### src/rtl/lzs_out_pack.sv
// lzs_out_pack
// Packs a stream of IN_W-bit encoder words into OUT_W-bit output words,
// first input word in the most significant slot. A completed word is moved
// to a single hold register that is written to the downstream FIFO as soon
// as it is not full. The final word of a stream (di_last) flushes any
// partial assembly, zero-padded in the unused low slots. The end of a
// stream is then marked with a one-cycle m_endn pulse.
//
// Parameters
//   IN_W   input word width (multiple of 8)
//   OUT_W  output word width, OUT_W/IN_W must be a power of two, 2..8
//   CNT_W  width of the output word counter
//
// Ports
//   clk         clock, rising edge
//   rst         synchronous active-high reset
//   di          encoder output word
//   die         di valid (taken only while di_rdy is high)
//   di_last     di is the final word of the stream
//   di_rdy      packer can take di this cycle
//   dst_full    downstream FIFO full
//   m_dst       packed output word
//   m_dst_putn  active-low write strobe, one cycle per word
//   m_endn      active-low end-of-stream pulse
//   out_cnt     number of words written since reset (wrapping)
module lzs_out_pack #(
    parameter int IN_W  = 16,
    parameter int OUT_W = 64,
    parameter int CNT_W = 20
) (
    input  logic             clk,
    input  logic             rst,
    input  logic [IN_W-1:0]  di,
    input  logic             die,
    input  logic             di_last,
    output logic             di_rdy,
    input  logic             dst_full,
    output logic [OUT_W-1:0] m_dst,
    output logic             m_dst_putn,
    output logic             m_endn,
    output logic [CNT_W-1:0] out_cnt
);

    localparam int N   = OUT_W / IN_W;
    localparam int K_W = $clog2(N);

    typedef enum logic [1:0] {
        S_FILL,
        S_FLUSH,
        S_END
    } state_t;

    state_t           state;
    logic [K_W-1:0]   k;
    logic [OUT_W-1:0] assembly;
    logic [OUT_W-1:0] hold;
    logic             hold_v;

    logic             accept;
    logic             drain;
    logic             word_done;
    logic [OUT_W-1:0] assembly_ins;

    // The only place new input can be refused is a full hold register that
    // cannot drain; the flush/end states refuse input until the stream end
    // has been signalled.
    assign di_rdy = (state == S_FILL) && !(hold_v && dst_full);
    assign accept = die && di_rdy;

    // Writing is gated by rst so that a reset cycle never hands held data
    // to the FIFO.
    assign drain      = hold_v && !dst_full && !rst;
    assign m_dst_putn = !drain;
    assign m_dst      = hold;
    assign m_endn     = !((state == S_END) && !rst);

    // A word leaves the assembly either when its last slot is filled or when
    // the stream ends, whichever comes first. A complete word that is also
    // the last one therefore produces just that word, never a trailing zero.
    assign word_done = accept && ((k == K_W'(N - 1)) || di_last);

    // Current assembly with the incoming word dropped into slot k.
    always_comb begin
        assembly_ins = assembly;
        for (int s = 0; s < N; s++) begin
            if (k == K_W'(s)) begin
                assembly_ins[OUT_W-1-s*IN_W -: IN_W] = di;
            end
        end
    end

    always_ff @(posedge clk) begin
        if (rst) begin
            state    <= S_FILL;
            k        <= '0;
            assembly <= '0;
            hold     <= '0;
            hold_v   <= 1'b0;
            out_cnt  <= '0;
        end else begin
            if (accept) begin
                if (word_done) begin
                    hold     <= assembly_ins;
                    assembly <= '0;
                    k        <= '0;
                end else begin
                    assembly <= assembly_ins;
                    k        <= k + 1'b1;
                end
            end

            // Loading is only possible when hold is empty or draining this
            // cycle, so a simultaneous drain and load keeps hold_v set.
            hold_v <= word_done || (hold_v && !drain);

            if (drain) begin
                out_cnt <= out_cnt + 1'b1;
            end

            case (state)
                S_FILL: begin
                    if (accept && di_last) begin
                        state <= S_FLUSH;
                    end
                end
                S_FLUSH: begin
                    // The last word already sits in hold; leave once it is
                    // gone (or goes on this edge).
                    if (!hold_v || drain) begin
                        state <= S_END;
                    end
                end
                S_END: begin
                    state <= S_FILL;
                    k     <= '0;
                end
                default: begin
                    state <= S_FILL;
                end
            endcase
        end
    end

endmodule

### config.mk
export PLATFORM = sky130hd
export DESIGN_NAME = lzs_out_pack
export DESIGN_NICKNAME = d
export VERILOG_FILES = /design/src/rtl/lzs_out_pack.sv
export SDC_FILE = /design/constraint.sdc
export NUM_CORES = 1
export LEC_CHECK = 0
export ABC_AREA = 1
export CAP_MARGIN = 40
export CORE_ASPECT_RATIO = 1.75
export CORE_MARGIN = 3
export CORE_UTILIZATION = 45
export CTS_CLUSTER_SIZE = 8
export DETAILED_ROUTE_END_ITERATION = 8
export HOLD_SLACK_MARGIN = 0.12
export PLACE_DENSITY = 0.72
export SYNTH_ARGS = -nofsm -noshare
export SYNTH_HDL_FRONTEND = slang
export SYNTH_SLANG_ARGS = --single-unit
### constraint.sdc
create_clock -name clk -period 2 [get_ports clk]
set_clock_uncertainty 0.2 [all_clocks]
set_input_delay 0.4 -clock clk [delete_from_list [all_inputs] [get_ports clk]]
set_output_delay 0.4 -clock clk [all_outputs]
set_load 0.005 [all_outputs]
# After elaboration in Yosys (flattened, before gate mapping)
# Cells that the tools add are included.
totals:
  regBits: 153
  latchBits: 0
  ramBits: 0
  romBits: 0
  inputBits: 21
  out_inout_bits: 87
  word_cells: 47
  n_memories: 0
op_classes:
  n_addsub: 2
  mul: 0
  div_mod_pow: 0
  n_lt_le_gt_ge: 0
  eq_ne: 7
  shifts: 0
  mux: 9
  bitwise: 0
  reduce_logical: 23
ops:
  columns: ["op", "count"]
  rows:
  - ["two-way mux 16 bit", 4]
  - ["two-way mux 64 bit", 1]
  - ["adder 20 x 1 -> 20 bit (second input constant)", 1]
  - ["logical AND 1 bit", 9]
  - ["equality test 2 bit (second input constant)", 3]
  - ["logical NOT 1 bit", 6]
  - ["two-way mux 2 bit", 3]
  - ["equality test 2 x 1 -> 1 bit (second input constant)", 2]
  - ["logical NOT 2 bit", 2]
  - ["one-hot mux 2 bit (2 select lines)", 1]
  - ["AND reduction 2 bit", 2]
  - ["logical OR 1 bit", 3]
  - ["adder 2 x 1 -> 2 bit (second input constant)", 1]
  - ["inequality test 2 x 1 -> 1 bit (second input constant)", 1]
  - ["inequality test 2 bit (second input constant)", 1]
  - ["OR reduction 2 bit", 1]

# Longest topological paths before layout
# Gate-level depths: netlist of the first run.
logic_depth:
  depth_word: 7
  mapped_depth: 10
  depth_no_buf: 9

# Worst setup path after synthesis of the first run
# OpenSTA, ideal clock, no wires.
synth_path:
  kind: "register -> register"
  start: "register k[0]"
  end: "register hold[22], in the netlist m_dst[22]"
  setup_time_ns: 0.116
  arrival_ns: 1.402
  path_slack_ns: 0.283
  stages_incl_launch_ff: 8
  path_buffers: 2
  period_less_slack_ns: 1.717
  cell_sequence: "dfxtp_1 > inv_1 > ha_1 > buf_2 > buf_2 > mux2_2 > nor2_1 > nor2_1"
synth_via:
  elab_chain_cells: 4
  word_cells_on_any_way: 6
synth_lines:
  columns: ["item", "line_no", "source"]
  rows:
  - ["start, declared", "54", "logic [K_W-1:0] k;"]
  - ["start signal, assigned", "108", "k <= k + 1'b1;"]
  - ["equality test 2 bit", "80", "assign word_done = accept && ((k == K_W'(N - 1)) || di_last);"]
  - ["logical OR 1 bit", "80", null]
  - ["logical AND 1 bit", "80", null]
  - ["AND reduction 2 bit (no source line)", null, null]
  - ["end signal, assigned", "103", "hold <= assembly_ins;"]
  - ["end, declared", "56", "logic [OUT_W-1:0] hold;"]
# Several ways; a longest one is shown, not always the timed one.
# A chain may end at the register's enable or synchronous reset.

# Final worst setup path of the first run
layout_path:
  start: "register out_cnt[8]"
  end: "output port out_cnt[8]"
layout_rtl:
  columns: ["item", "line_no", "source"]
  rows:
  - ["start, declared", "41", "output logic [CNT_W-1:0] out_cnt"]
  - ["start signal, assigned", "117", "out_cnt <= out_cnt + 1'b1;"]
# No word-level cell between the ends.

==> out/qor.csv, run 1 <==
metric;value;unit
status;finished clean;
CTS buffer count;17;
final hold vios;0;
final wirelength;17300;µm
leak pwr;3.44;nW
Least-Margin Pin Slew;0.440;ns
clk sink count;153;
hold depth;4;
Hold Path Class;primary input to register;
clk buf depth;2;
Clock Latency Late Sink;0.42;ns
worst path required time;1.40;ns
WS Path Type;register to output port;
DR vias;5735;
Worst R2R Path Depth;8;
Site Rows;57;
HPWL Detailed;11700;µm
syn_area_per_cell;7.88;µm²
GRT Util Overall;22.5;%
Clock transition at path regs;0.06;ns
Period Utilization, post-route;97.5;%
DIE AREA;15900;µm²
most frequent cells in the layout;nand2_1, nor2_1, dfxtp_1, clkdlybuf4s50_1, a21oi_1;
die height;164;µm
post-layout util;61.5;%
maxcap violations;0;
critical path's largest stage delay;0.53;ns
H-tree depth;4;
# diodes;0;
share of cells above drive strength 1;17.1;%
Netlist cell types;26;
worst-path fanout max;5;
crit path capture type;output port;
critical path cell sequence;clkdlybuf4s50_1;
FILL cells;1266;
cell area after layout;8590;µm²
Yosys warning total;0;
Yosys reg bits;153;
Mapped Cells;820;
first-pass GRT wire length;27400;µm
main area contributors after synthesis;dfxtp_1, mux2_2, nand2_1;
initial core utilization;46.2;%
Area Overhead vs Synth;33.0;%
Max-slew headroom;70.6;%
GRT overflow;0;
Seq/Total Area, Yosys;47.4;%
Synthesized Nets;846;
CTS tree;yes;
Iteration-0 DRC Markers;317;
family with the most delay on the worst path;buffers and inverters;
# port buffers;107;
vias in the first global route;5477;
Final nets;957;
I/O Pins;108;
vias per std cell;5.12;
initial antenna violation count;0;
Post-Syn Area;6460;µm²
Min Clock Period, post-route;1.95;ns
placed standard-cell area;7870;µm²
Highest Clock Rate;0.513;GHz
most common cell after layout, fill and taps aside;nand2_1;
power per cell area;926;nW/µm²
setup ws final;0.0505;ns
Place WS;-0.245;ns
Slew Limit Fails;0;
Power, Total;7.95;mW
Critical Path Source Type;register;
Final ANT Viol Nets;0;
overall die width;96.6;µm
CTS root buffer;clkbuf_16;
worst hold slack;0.172;ns
Yosys top cell by area;dfxtp_1;
WP buf/inv;1;
GPL Wtd Cong;0.810;
Synth top area share;47.4;%
worst vdd ir;0.000729;V
Final setup viols;0;
drt pass-1 iters;5;
RSZ-0062 raised after global routing;false;
Critical Path AT;1.35;ns
Critical Path Stages;1;
crit path max-delay cell type;clkdlybuf4s50_1;
Routed WL per cell;15.5;µm
Core Region;14000;µm²
largest net degree at the start of global routing;50;
# DRC;0;
==> final cells by class <==
type	instances	area, µm²	share of cell area, %
multi-input cells	589	3040	35.3
clock buffers	20	467	5.43
flip-flops and latches	153	3080	35.9
well taps	177	221	2.58
clock inverters	12	219	2.55
inverters	25	93.8	1.09
repair buffers	145	1470	17.2
==> report_power, final <==
part,switching [mW],leakage [nW],internal [mW]
Sequential,0.0756,1.25,3.19
Clock,1.25,0.332,2.44
Combinational,0.505,1.86,0.496
==> repair_timing <==
action,CTS,global route
hold buffers,0,0
endpoints found under the setup margin,5,10
gates resized for setup,8,10
setup buffers,3,0
pin swaps,1,0
==> kinds of logic after synthesis <==
logic type               share of synthesized area, %
AO/OA/AOI/OAI                                    11.5
XOR/XNOR                                        0.136
adder cells (fa/ha/maj)                         0.969
buffers and inverters                            5.73
flip-flops                                       47.4
multiplexers                                     11.2
AND/OR/NAND/NOR                                  23.1
==> routing by layer <==
layer	global-route usage (%)	share of wire, %	vias up
met5	0	0	-
met4	9.45	3.5	0
met3	3.78	3.7	40
met2	40.2	52	147
met1	25.8	41	2660
li1	-	-	2888
==> registers in the layout, summed over array words and instances, names as in the netlist <==
signal and flops:
assembly 64, m_dst 64, out_cnt 20, k 2, state 2, hold_v 1
==> cells in the mapped netlist <==
library cell and count:
nand2_1 172, nor2_1 166, dfxtp_1 153, a21oi_1 73, o21ai_0 72, mux2_2 64, buf_2 29, inv_1 24
clkbuf_1 16, nand3_1 15, nand4_1 7, ha_1 5, buf_6 4, nor2_2 4, buf_4 3, nor3_1 3
a21boi_0 1, buf_1 1, inv_2 1, nand2_2 1, nand3b_4 1, nand4_4 1, nor2_4 1, nor4_1 1
o31ai_1 1, xor2_1 1
==> final timing paths <==
kind,end,slack (ns),start
hold reg to reg,out_cnt[11],0.26,out_cnt[11]
hold / removal,out_cnt[3],0.17,rst
setup reg to reg,out_cnt[18],0.22,out_cnt[0]
setup / recovery,out_cnt[8],0.05,out_cnt[8]
==> stage by stage <==
| stage | cells | TNS [ns] |
|---|---|---|
| 2_1_floorplan | 820 | 0 |
| 3_3_place_gp | 1086 | -9.02 |
| 3_5_place_dp | 1086 | -14.98 |
| 4_1_cts | 1121 | 0 |
| 5_1_grt | 1121 | 0 |
| 6_report | 1121 | 0 |
No activity file was read; power rests on OpenSTA's default activity.
==> run 2, diff against run 1 <==
Settings changed: RECOVER_POWER set to 100.
==> out/qor.csv, run 2 (synthesized netlist as in run 1, its figures left out) <==
metric;value;unit
worst-path fanout max;5;
# diodes;0;
Final ANT Viol Nets;0;
Final nets;957;
most common cell after layout, fill and taps aside;nand2_1;
crit path capture type;output port;
die height;164;µm
Iteration-0 DRC Markers;366;
Clock Latency Late Sink;0.42;ns
Period Utilization, post-route;97.4;%
Slew Limit Fails;0;
final hold vios;0;
WS Path Type;register to output port;
Worst R2R Path Depth;6;
initial core utilization;46.2;%
maxcap violations;0;
CTS tree;yes;
Site Rows;57;
Core Region;14000;µm²
# port buffers;107;
Hold Path Class;primary input to register;
hold buffers post-CTS;0;
HP Start;rst;
setup ws final;0.0520;ns
RSZ-0062 raised after global routing;false;
CTS buffer count;17;
Highest Clock Rate;0.513;GHz
I/O Pins;108;
Post-Place Cells;1086;
WP buf/inv;1;
placed standard-cell area;7870;µm²
leak pwr;3.57;nW
DR vias;5714;
worst hold slack;0.219;ns
initial antenna violation count;0;
family with the most delay on the worst path;buffers and inverters;
Area Overhead vs Synth;32.0;%
first-pass GRT wire length;27400;µm
cell area after layout;8520;µm²
Place WS;-0.245;ns
clk sink count;153;
Final setup viols;0;
Routed WL per cell;15.3;µm
worst path required time;1.40;ns
largest net degree at the start of global routing;50;
overall die width;96.6;µm
CTS root buffer;clkbuf_16;
vias in the first global route;5477;
hold depth;4;
GRT Util Overall;22.5;%
GRT overflow;0;
share of cells above drive strength 1;14.3;%
critical path's largest stage delay;0.53;ns
vias per std cell;5.10;
GPL Wtd Cong;0.810;
most frequent cells in the layout;nand2_1, nor2_1, dfxtp_1, a21oi_1, o21ai_0;
crit path max-delay cell type;clkdlybuf4s50_1;
Layout Cells excl Fill;1121;
reg2reg end;m_dst[61];
critical path cell sequence;clkdlybuf4s50_1;
# DRC;0;
status;finished clean;
clk buf depth;2;
Clock transition at path regs;0.06;ns
drt pass-1 iters;4;
Critical Path Source Type;register;
WHS Endpoint;out_cnt[3];
HPWL Detailed;11700;µm
worst vdd ir;0.000723;V
Max-slew headroom;38.6;%
Reg2Reg Launch Point;k[0];
H-tree depth;4;
DIE AREA;15900;µm²
register-to-register setup slack;0.12;ns
Critical Path AT;1.35;ns
power per cell area;925;nW/µm²
final wirelength;17200;µm
Fin Setup TNS;0;ns
Min Clock Period, post-route;1.95;ns
Least-Margin Pin Slew;0.921;ns
==> run 2: power breakdown <==
part	leakage, nW	total [mW]	internal [mW]	switching, mW
combinational	1.98	0.946	0.448	0.497
clock	0.332	3.67	2.44	1.24
sequential	1.25	3.26	3.19	0.0710
total	3.57	7.88	6.08	1.81
==> run 2: cell type report <==
| type | instances | area (µm²) |
|---|---|---|
| flip-flops and latches | 153 | 3080 |
| clock inverters | 12 | 219 |
| fillers | 1281 | 5460 |
| clock buffers | 20 | 467 |
| repair buffers | 145 | 1440 |
| well taps | 177 | 221 |
| inverters | 25 | 93.8 |
| multi-input cells | 589 | 3000 |
==> run 2: through the flow <==
stage / utilization (%) / power, mW
2_1_floorplan: - / 3.85
3_3_place_gp: 56.3 / 4.32
3_5_place_dp: 56.3 / 4.32
4_1_cts: 61.4 / 7.99
5_1_grt: 61.0 / 8.18
6_report: 61.0 / 7.88
==> run 2: repair_timing <==
action                                  4_1_cts  5_1_grt
pin swaps                                     1        0
hold endpoints to repair                      0        0
endpoints found under the setup margin        5       10
gates resized for setup                       8       10
buffers inserted                              3        0
==> run 2: worst max path at each step <==
stage / startpoint / endpoint / slack, ns / cells past startpoint
after floorplan: k[0] / m_dst[22] / 0.28 / 7
after CTS: out_cnt[9] / out_cnt[9] / 0.002 / 1
after global routing: k[0] / m_dst[61] / 0.001 / 6
final: out_cnt[8] / out_cnt[8] / 0.05 / 1
after detailed placement: dst_full / di_rdy / -0.25 / 5
after global placement: dst_full / di_rdy / -0.21 / 5
==> run 2: routing by layer <==
metal | vias up | share of wire [%] | track usage, %
met5 | - | 0 | 0
met1 | 2645 | 40 | 25.8
li1 | 2889 | - | -
met4 | 0 | 2.9 | 9.45
met2 | 150 | 53 | 40.2
met3 | 30 | 3.7 | 3.78
==> run 3, diff against run 2 <==
Settings changed: CORE_MARGIN 3 to 2.
==> out/qor.csv, run 3 (synthesized netlist as in run 1, its figures left out) <==
metric;value;unit
Worst R2R Path Depth;7;
final wirelength;17200;µm
Hold Path Class;primary input to register;
CTS buffer count;17;
Clk pwr share;44.8;%
Seq pwr share;42.8;%
# diodes;0;
status;finished clean;
P_sw;1.84;mW
Critical Path Stages;1;
HPWL Detailed;11400;µm
Period Utilization, post-route;97.8;%
GPL Wtd Cong;0.810;
Max-slew headroom;55.8;%
clk buf depth;2;
H-tree depth;4;
FILL cells;1320;
reg2reg end;m_dst[2];
Multi-input gate area;3010;µm²
switching portion of total power;24.1;%
Power, Total;7.62;mW
first-pass GRT wire length;27600;µm
crit path capture;m_dst[37];
Final setup viols;0;
most common cell after layout, fill and taps aside;nand2_1;
WP buf/inv;1;
Least-Margin Pin Slew;0.663;ns
Post-Place Cells;1087;
power per cell area;903;nW/µm²
DIE AREA;15400;µm²
Layout Cells excl Fill;1121;
Critical Path Start;m_dst[37];
critical path's largest stage delay;0.62;ns
largest net degree at the start of global routing;75;
leak pwr;3.52;nW
worst vdd ir;0.000524;V
share of cells above drive strength 1;15.5;%
vias per std cell;5.14;
Slew Limit Fails;0;
RSZ-0062 raised after global routing;false;
# port buffers;107;
die height;162;µm
GRT Util Overall;23.0;%
most frequent cells in the layout;nand2_1, nor2_1, dfxtp_1, a21oi_1, o21ai_0;
Routed WL per cell;15.4;µm
Final ANT Viol Nets;0;
Highest Clock Rate;0.511;GHz
Storage cell area;3080;µm²
Iteration-0 DRC Markers;419;
crit path capture type;output port;
Reg2Reg Launch Point;k[0];
worst-path fanout max;2;
I/O Pins;108;
register-to-register setup slack;0.11;ns
Clock transition at path regs;0.06;ns
Site Rows;58;
final hold vios;0;
GRT overflow;0;
overall die width;94.6;µm
Int Pwr;5.78;mW
CTS tree;yes;
Clock Latency Late Sink;0.42;ns
Min Clock Period, post-route;1.96;ns
Area Overhead vs Synth;30.7;%
hold buffers post-CTS;0;
drt pass-1 iters;5;
vias in the first global route;5639;
Core Region;14200;µm²
# DRC;0;
post-layout util;59.3;%
maxcap violations;0;
initial antenna violation count;0;
Final nets;955;
family with the most delay on the worst path;buffers and inverters;
clk sink count;153;
worst hold slack;0.112;ns
worst path required time;1.40;ns
Critical Path AT;1.36;ns
crit path max-delay cell type;dlygate4sd3_1;
Critical Path Source Type;register;
WS Path Type;register to output port;
Combinational Power Share;12.4;%
initial core utilization;45.4;%
CTS root buffer;clkbuf_16;
critical path cell sequence;dlygate4sd3_1;
DR vias;5760;
==> run 3: changes by cell type in the layout (fill, tap and decap cells not counted), sizes merged, moves of 2 or more <==
cell	previous run	this run
buf	30	32
bufinv	6	4
clkbuf	29	24
clkdlybuf4s50	51	47
clkinv	4	7
dlygate4sd3	53	56
==> run 3: how the worst min path moves through the flow <==
stage                       from            to  slack, ns  depth (start not counted)
finish                       rst      state[1]       0.11                          4
floorplan           assembly[33]  assembly[33]       0.24                          2
CTS                          rst      state[1]       0.13                          4
global placement    assembly[44]  assembly[44]       0.25                          2
global route                 rst      state[1]       0.15                          4
detailed placement  assembly[42]  assembly[42]       0.26                          2
==> run 3: layer usage <==
| layer | routed length, µm | GRT usage, % |
|---|---|---|
| met3 | 758 | 3.89 |
| met4 | 769 | 11.6 |
| met5 | 0 | 0 |
| met1 | 7030 | 26.8 |
| met2 | 8660 | 40.2 |
==> run 3: layout make-up <==
type	instances	share of cell area [%]
multi-input cells	589	35.7
repair buffers	143	16.7
flip-flops and latches	153	36.5
clock inverters	12	2.06
inverters	25	1.11
clock buffers	19	5.37
well taps	180	2.67
==> run 3: repair_timing <==
action | 4_1_cts | 5_1_grt
setup buffers | 3 | 0
gates cloned | 0 | 0
resized for setup | 7 | 9
endpoints found under the setup margin | 4 | 9
pin swaps | 1 | 0
==> run 3: metrics by stage <==
stage	worst slack (ns)	TNS, ns	instance area [µm²]
after floorplan	0.283	0	6460
after global placement	-0.213	-18.60	7820
after detailed placement	-0.248	-25.30	7820
after CTS	0.00835	0	8470
after global routing	0.00243	0	8440
final	0.0445	0	8440
==> run 3: power by group through the flow <==
| stage | clock network, mW | logic (mW) | registers (mW) |
|---|---|---|---|
| floorplan | 0 | 0.518 | 3.33 |
| global placement | 0 | 0.966 | 3.33 |
| detailed placement | 0 | 0.973 | 3.33 |
| CTS | 3.44 | 0.984 | 3.27 |
| global route | 3.56 | 1.03 | 3.28 |
| finish | 3.41 | 0.946 | 3.26 |
==> edit: new RTL, config.mk and constraints of run 2 <==
Put one more register stage on the output `out_cnt`. The value now appears one clock later. The other outputs are not delayed to match.
--- a/src/rtl/lzs_out_pack.sv
+++ b/src/rtl/lzs_out_pack.sv
@@ -50,6 +50,8 @@
         S_END
     } state_t;
 
+    logic [CNT_W-1:0] out_cnt_s0;
+
     state_t           state;
     logic [K_W-1:0]   k;
     logic [OUT_W-1:0] assembly;
@@ -96,7 +98,7 @@
             assembly <= '0;
             hold     <= '0;
             hold_v   <= 1'b0;
-            out_cnt  <= '0;
+            out_cnt_s0 <= '0;
         end else begin
             if (accept) begin
                 if (word_done) begin
@@ -114,7 +116,7 @@
             hold_v <= word_done || (hold_v && !drain);
 
             if (drain) begin
-                out_cnt <= out_cnt + 1'b1;
+                out_cnt_s0 <= out_cnt_s0 + 1'b1;
             end
 
             case (state)
@@ -141,5 +143,9 @@
         end
     end
 
+    always_ff @(posedge clk) begin
+        out_cnt <= out_cnt_s0;
+    end
+
 endmodule
 
Function: changed (a bounded check fails within 4 cycles, from zero or initial values and one cycle with rst high).
==> edit against run 2 <==
Global-route usage decreased by 1.5 points; setup slack improved by 0.011 ns; wire length increased by 0.37%; sequential cell count increased by 20; via count increased by 3.5%; sequential share of layout area increased by 3.3 points; total power decreased by 1.4%; count of clock-buffer cells in the layout decreased by 3; synthesized area increased by 6.7%; register-to-register slack improved by 0.05 ns; clock power decreased by 14%; die area increased by 6.4%; final area increased by 3.1%.
==> edit: results (changes against run 2) <==
{
  "placed_design": {
    "placed_cells": {"value": 1122, "change": "was 1086"},
    "place_ws": {"value": -0.2342, "unit": "ns", "change": "was -0.2454 ns"},
    "final_weighted_congestion_of_routability_driven_global_placement": {"value": 0.7759, "change": "was 0.8101"},
    "hpwlAfterDp": {"value": 11840, "unit": "um", "change": "was 11690 um"}
  },
  "yosys": {
    "synth.lib_cells_used.distinct": {"value": 26, "change": "unchanged"},
    "ys_top_cells_by_area": {"value": "sky130_fd_sc_hd__dfxtp_1 50%, sky130_fd_sc_hd__mux2_2 10%, sky130_fd_sc_hd__nand2_1 9.4%", "change": "was sky130_fd_sc_hd__dfxtp_1 47%, sky130_fd_sc_hd__mux2_2 11%, sky130_fd_sc_hd__nand2_1 10%"},
    "synth_nets": {"value": 880, "change": "was 846"},
    "seq_area_frac_synth": {"value": 50.25, "unit": "%", "change": "was 47.42%"},
    "top_post_synthesis_cells_by_count": {"value": "173 x sky130_fd_sc_hd__dfxtp_1, 173 x sky130_fd_sc_hd__nand2_1, 169 x sky130_fd_sc_hd__nor2_1, 74 x sky130_fd_sc_hd__a21oi_1, 71 x sky130_fd_sc_hd__o21ai_0", "change": "was 172 x sky130_fd_sc_hd__nand2_1, 166 x sky130_fd_sc_hd__nor2_1, 153 x sky130_fd_sc_hd__dfxtp_1, 73 x sky130_fd_sc_hd__a21oi_1, 72 x sky130_fd_sc_hd__o21ai_0"}
  },
  "power_and_ir_drop": {
    "switching_power": {"value": 2.082, "unit": "mW", "change": "was 1.805 mW"},
    "power_leakage": {"value": 3.672, "unit": "nW", "change": "was 3.567 nW"}
  },
  "route": {
    "drtIter0Drc": {"value": 302, "change": "was 366"},
    "totalWireLength": {"value": 17240, "unit": "um", "change": "was 17180 um"},
    "routed_via_count_divided_by_cell_count": {"value": 5.115, "change": "was 5.097"}
  },
  "grt": {
    "grt.total_usage": {"value": 20.91, "unit": "%", "change": "was 22.45%"},
    "wire_length_of_the_first_global_routing_pass": {"value": 28030, "unit": "um", "change": "was 27410 um"}
  },
  "timing": {
    "tightestPinTransition": {"value": 0.5467, "unit": "ns", "change": "was 0.9210 ns"}
  },
  "cts": {
    "clk_pin_slew_worst_paths_ns": 0.07
  },
  "final_layout": {
    "layoutNonFillerInstCount": {"value": 1156, "change": "was 1121"},
    "layout.nets": {"value": 986, "change": "was 957"},
    "fillers": {"value": 1348, "change": "was 1281"},
    "layout-drive-gt1-share": {"value": 13.87, "unit": "%", "change": "was 14.30%"},
    "diodes": {"value": 0, "change": "unchanged"}
  },
  "critical_path": {
    "critical_path.max_stage_delay": {"value": 0.58, "unit": "ns", "change": "was 0.53 ns"}
  },
  "worst_hold_path": {
    "min-delay-path-class": {"value": "register to register", "change": "was input pin to register"}
  },
  "outcome": {
    "status": {"value": "complete, no violations", "change": "unchanged"}
  }
}
[edit: cell types whose count changed in the layout (fill, tap and decap cells not counted), moves of 4 or more]
cell	before	now
sky130_fd_sc_hd__inv_6	0	5
sky130_fd_sc_hd__dfxtp_1	139	172
sky130_fd_sc_hd__mux2_2	47	61
sky130_fd_sc_hd__bufinv_16	6	0
sky130_fd_sc_hd__mux2_1	17	3
sky130_fd_sc_hd__inv_1	21	31
sky130_fd_sc_hd__buf_12	9	4
sky130_fd_sc_hd__dfxtp_2	14	1
sky130_fd_sc_hd__dlygate4sd3_1	53	49
[edit: final timing paths]
path                               start                      to  slack, ns  depth (start not counted)
max                m_dst[2]$_SDFFE_PP0P_                m_dst[2]       0.06                          1
min reg2reg  out_cnt_s0[19]$_SDFFE_PP0N_     out_cnt[19]$_DFF_P_       0.17                          0
min          out_cnt_s0[19]$_SDFFE_PP0N_     out_cnt[19]$_DFF_P_       0.17                          0
max reg2reg            k[0]$_SDFFE_PP0P_  m_dst[49]$_SDFFE_PP0P_       0.17                          7
[edit: timing repair]
action,4_1_cts,5_1_grt
setup buffers,2,0
pin swaps,1,0
resized for setup,5,3
endpoints found under the setup margin,3,1
[edit: per-layer routing]
layer	wire length [um]	track usage [%]	share of wire, %	vias up
met2	9171	38.52	53	140
met3	652	3.291	3.8	26
li1	-	-	-	2982
met4	431	8.086	2.5	0
met1	6988	23.84	41	2765
met5	0	0	0	-
[edit: metrics by stage]
stage,utilization [%],hold WS (ns)
2_1_floorplan,-,0.1516
3_3_place_gp,55.10,0.1584
3_5_place_dp,55.10,0.1648
4_1_cts,59.04,0.1752
5_1_grt,58.94,0.1880
6_report,58.94,0.1749
[edit: power by group through the flow]
stage               clock, mW  sequential (mW)  combinational (mW)
finish                   3.17             3.66               0.933
global route             3.37             3.68                1.03
CTS                      3.23             3.67               0.964
detailed placement          0             3.74               0.956
global placement            0             3.74               0.949
floorplan                   0             3.74               0.509
[edit: cell type report]
class	instances	share of cell area, %
well taps	183	2.605
flip-flops and latches	173	39.42
clock inverters	15	1.680
clock buffers	17	4.841
repair buffers	139	15.25
multi-input cells	594	34.70
inverters	35	1.509
[edit: cells by family after synthesis]
logic type	count (synthesis)	synth area share, %
AND/OR/NAND/NOR	378	22.00
flip-flops	173	50.25
AO/OA/AOI/OAI	146	10.64
multiplexers	64	10.46
XOR/XNOR	1	0.1271
adder cells (fa/ha/maj)	5	0.9078
buffers and inverters	87	5.610
